### src/rtl/mul_sequencer.sv
// Multi-cycle shift-add multiplier controller for the MUL ALU operation.
// Holds the pipeline via stall_o while iterating, then pulses done_o with the low WIDTH product bits.
module mul_sequencer #(
  parameter int WIDTH          = 32,
  parameter int BITS_PER_CYCLE = 1
) (
  input  logic             clk_i,
  input  logic             rst_i,
  input  logic             start_i,
  input  logic             flush_i,
  input  logic [WIDTH-1:0] data1_i,
  input  logic [WIDTH-1:0] data2_i,
  output logic             stall_o,
  output logic             busy_o,
  output logic             done_o,
  output logic [WIDTH-1:0] result_o
);

  localparam int N  = WIDTH / BITS_PER_CYCLE;
  localparam int CW = (N > 1) ? $clog2(N) : 1;
  localparam logic [CW-1:0] LAST = CW'(N - 1);

  typedef enum logic [1:0] {IDLE, RUN, DONE} state_t;

  state_t           state;
  logic [WIDTH-1:0] mcand;
  logic [WIDTH-1:0] mplier;
  logic [WIDTH-1:0] acc;
  logic [CW-1:0]    count;

  logic [WIDTH-1:0] mcand_nx;
  logic [WIDTH-1:0] mplier_nx;
  logic [WIDTH-1:0] acc_nx;

  // One RUN cycle retires BITS_PER_CYCLE multiplier bits; sums wrap mod 2^WIDTH.
  always_comb begin
    mcand_nx  = mcand;
    mplier_nx = mplier;
    acc_nx    = acc;
    for (int i = 0; i < BITS_PER_CYCLE; i++) begin
      if (mplier_nx[0]) acc_nx = acc_nx + mcand_nx;
      mcand_nx  = mcand_nx << 1;
      mplier_nx = mplier_nx >> 1;
    end
  end

  // Stall must rise in the same cycle the MUL is first seen, so it is not registered.
  assign stall_o = rst_i & ~flush_i & (((state == IDLE) & start_i) | (state == RUN));

  always_ff @(posedge clk_i or negedge rst_i) begin
    if (!rst_i) begin
      state    <= IDLE;
      mcand    <= '0;
      mplier   <= '0;
      acc      <= '0;
      count    <= '0;
      result_o <= '0;
      busy_o   <= 1'b0;
      done_o   <= 1'b0;
    end else begin
      case (state)
        IDLE: begin
          done_o <= 1'b0;
          if (start_i && !flush_i) begin
            mcand  <= data1_i;
            mplier <= data2_i;
            acc    <= '0;
            count  <= '0;
            busy_o <= 1'b1;
            state  <= RUN;
          end
        end
        RUN: begin
          if (flush_i) begin
            count  <= '0;
            busy_o <= 1'b0;
            state  <= IDLE;
          end else begin
            mcand  <= mcand_nx;
            mplier <= mplier_nx;
            acc    <= acc_nx;
            count  <= count + 1'b1;
            if (count == LAST) begin
              result_o <= acc_nx;
              busy_o   <= 1'b0;
              done_o   <= 1'b1;
              state    <= DONE;
            end
          end
        end
        DONE: begin
          // start_i is still high from the completing instruction, so it is ignored here.
          done_o <= 1'b0;
          state  <= IDLE;
        end
        default: begin
          busy_o <= 1'b0;
          done_o <= 1'b0;
          state  <= IDLE;
        end
      endcase
    end
  end

endmodule

### config.mk
export PLATFORM = sky130hd
export DESIGN_NAME = mul_sequencer
export DESIGN_NICKNAME = d
export VERILOG_FILES = /design/src/rtl/mul_sequencer.sv
export SDC_FILE = /design/constraint.sdc
export NUM_CORES = 1
export LEC_CHECK = 0
export BUFFER_PORTS_ARGS = -buffer_cell sky130_fd_sc_hd__clkbuf_2
export CAP_MARGIN = 20
export CORE_UTILIZATION = 60
export DETAILED_ROUTE_END_ITERATION = 12
export PLACE_DENSITY = 0.82
export RECOVER_POWER = 100
export SYNTH_ARGS = -nofsm -noshare
export SYNTH_HDL_FRONTEND = slang
export SYNTH_SLANG_ARGS = --single-unit
### constraint.sdc
create_clock -name clk_i -period 4.5 [get_ports clk_i]
set_clock_uncertainty 0.2 [all_clocks]
set_input_delay 0.9 -clock clk_i [delete_from_list [all_inputs] [get_ports clk_i]]
set_output_delay 0.9 -clock clk_i [all_outputs]
set_load 0.01 [all_outputs]
==> metrics.md <==
| Metric | Value |
|---|---|
| Buffers on Ports | `102` |
| Slew Limit Fails | `141` |
| Violated checks | `capacitance limit, slew limit` |
| Iter 0 DRT Violations | `396` |
| Io pins | `103` |
| Fillers | `957` |
| Crit path max fanout | `21` |
| Startpoint Class | `flop` |
| Grt ovf | `0` |
| Vias in the first global route | `6516` |
| Fraction of registers with async set/reset | `100.0%` |
| Clock transition at path regs | `0.06 ns` |
| Synthesized net count | `910` |
| MaxCap Viol Count | `2` |
| Tcrit/Tclk final | `81.41%` |
| Dpl ws | `1.361 ns` |
| Leak pwr | `4.161 nW` |
| Fin area | `0.008715 mm^2` |
| Clk sinks | `137` |
| TritonCTS Buffers | `17` |
| CTS tree | `built` |
| Final Hold Fails | `0` |
| First-pass GRT wire length | `31.88 mm` |
| Synthesis Warnings | `0` |
| Maximum clock rate | `0.2730 GHz` |
| Reg2reg start | `state[0]` |
| Placed Cells | `1041` |
| Post-Route WL | `19.07 mm` |
| CP endpoint kind | `flop` |
| Via count | `6384` |
| Setup Total Neg Slack | `0 ns` |
| Die Span X | `114.5 um` |
| Slew @ Worst Pin | `2.606 ns` |
| Hold WC Path Type | `primary input to asynchronous set/reset pin` |
| Sequential share of the synthesized area | `45.13%` |
| Final HPWL DP | `13.20 mm` |
| RR Endpoint | `acc[5]` |
| Drt pass-1 iters | `6` |
| Nets | `994` |
| Post-synth top flop | `dfrtp_1` |
| Post-DRT Antenna Nets | `0` |
| Die height | `114.5 um` |
| Initial core utilization | `62.47%` |
| Setup bufs post-CTS | `0` |
| Area growth syn-to-layout | `14.71%` |
| Req. time, crit path | `4.66 ns` |
| Inserted Diodes | `0` |
| Wire length per cell | `17.79 um` |
| Root Driver | `clkbuf_16` |
| Final WS setup | `0.8366 ns` |
| Post-DP Area | `0.008227 mm^2` |
| PwrDens | `426.3 mW/mm^2` |
| Ratio of cells with drive above 1 in the final layout | `12.61%` |
| Routability cong. | `0.9571` |
| Final min period | `3.663 ns` |
| Yosys cell types | `53` |
| Final setup vio count | `0` |
| Post-CTS Hold Buffers | `0` |
| Largest net degree at the start of global routing | `95` |
| Core area | `0.01216 mm^2` |
| Number of synthesized flops with an enable pin | `0` |
| Clock latency on the worst-skew pair | `0.43 ns` |
| Worst VDD drop | `0.2565 mV` |
| Post-CTS Resized | `0` |
| #FFs+latches synth | `137` |
| Clk buf depth | `2` |
| Syn Area/Cell | `9.403 um^2` |
| Critical path class | `flop to flop` |
| Share of the core filled with cells | `71.66%` |
| Synth Cell Area | `0.007597 mm^2` |
| Synth Instances | `808` |
| Finished Layout Cells | `1072` |
| Outcome | `finished with violations` |
| CP arrival | `3.83 ns` |
| Slew HR | `-73.72%` |
| RSZ-0062 raised after global routing | `false` |
| # H-tree levels | `4` |
| Vias per cell | `5.955` |
| Die area | `0.01312 mm^2` |
| All-layer global routing usage | `31.51%` |
| Row count | `40` |
| Register-to-Register Setup Slack | `0.84 ns` |
| Worst R2R Path Depth | `6` |
| # DRC | `0` |
| Initial antenna violation count | `0` |
## power breakdown
part	switching [mW]	total [mW]	internal, mW
Combinational	0.525	0.872	0.347
Sequential	0.126	1.50	1.38
Clock	0.521	1.34	0.820
Total	1.17	3.72	2.54
## cells in the mapped netlist (2+ instances only)
library cell	n	area share [%]
dfrtp_1	137	45
nand2_1	131	6.5
o21ai_0	115	7.6
mux2i_1	77	10
a21oi_1	57	3.8
nor2_1	37	1.8
ha_1	33	5.4
clkbuf_1	30	1.5
a22o_1	22	2.5
xnor2_1	20	2.3
a21o_1	16	1.6
and3_1	11	0.91
buf_1	11	0.54
inv_1	10	0.49
nand3_1	10	0.66
nor3_1	9	0.59
xor2_1	9	1.0
nor2b_1	6	0.49
o21bai_1	6	0.59
a31oi_1	5	0.41
and2_1	5	0.41
nand4_1	5	0.41
a211oi_1	3	0.30
buf_2	3	0.20
nand2b_1	3	0.25
o21ai_2	3	0.35
a211o_1	2	0.23
buf_4	2	0.20
nor4_2	2	0.33
o21a_1	2	0.20
o21ai_1	2	0.13
o2bb2ai_1	2	0.23
or2_2	2	0.16
## layer usage
| metal | share of wire (%) | global-route usage [%] |
|---|---|---|
| met1 | 44 | 40.40 |
| met2 | 48 | 50.63 |
| met3 | 5.7 | 7.411 |
| met5 | 0 | 0 |
| met4 | 3.0 | 14.89 |
## how the worst max path moves through the flow
stage / end / cells after the start / from
3_3_place_gp: result_o[30] / 11 / mcand[0]
2_1_floorplan: result_o[30] / 11 / mcand[0]
4_1_cts: result_o[30] / 11 / mcand[0]
3_5_place_dp: result_o[30] / 11 / mcand[0]
6_report: acc[5] / 6 / state[0]
5_1_grt: result_o[29] / 7 / state[0]
## worst max-delay path, cell delays in order, from the launching register on
cell      delay, ns
dfrtp_1        0.53
nor2b_1        0.25
clkbuf_1       1.10
nand2b_1       0.49
nor2_1         0.50
buf_4          0.34
a22o_1         0.18
## cell usage in the layout, fill, tap and decap left out, types with 3 or more instances in the layout
cell type,n
dfrtp_1,137
nand2_1,131
o21ai_0,116
mux2i_1,77
clkbuf_2,66
a21oi_1,57
clkbuf_1,43
nor2_1,37
ha_1,33
a22o_1,22
xnor2_1,20
clkbuf_16,17
a21o_1,16
and3_1,11
inv_1,10
nand3_1,10
nor3_1,9
xor2_1,9
nor2b_1,6
o21bai_1,6
and2_1,5
a31oi_1,5
nand4_1,5
clkinv_2,5
buf_4,5
a211oi_1,3
o21ai_2,3
nand2b_1,3
## layout make-up
type | instances | area, um^2 | area share (%)
clock buffer | 22 | 454.2 | 5.212
clock inverter | 9 | 100.1 | 1.149
inverter | 10 | 37.54 | 0.4307
multi-input combinational | 615 | 3959 | 45.43
sequential | 137 | 3428 | 39.34
tap | 168 | 210.2 | 2.412
timing repair buffer | 111 | 525.5 | 6.030
## registers in the layout (all words and copies together), names as in the netlist
name	count
result_o	32
count	5
done_o	1
mplier	32
state	2
busy_o	1
mcand	32
acc	32
## metrics by stage
stage,hold slack (ns),power (mW)
2_1_floorplan,0.2496,2.124
3_3_place_gp,0.2580,2.328
3_5_place_dp,0.2716,2.375
4_1_cts,0.1712,3.720
5_1_grt,0.1970,3.892
6_report,0.1653,3.715
## cell families after synthesis
| family | synth area share, % |
|---|---|
| buffers and inverters | 2.915 |
| XOR/XNOR | 3.343 |
| multiplexers | 10.14 |
| AND/OR/NAND/NOR | 13.04 |
| adder cells (fa/ha/maj) | 5.698 |
| AO/OA/AOI/OAI | 19.73 |
| flip-flops | 45.13 |
Note: power is estimated with default switching activity, not from simulation.
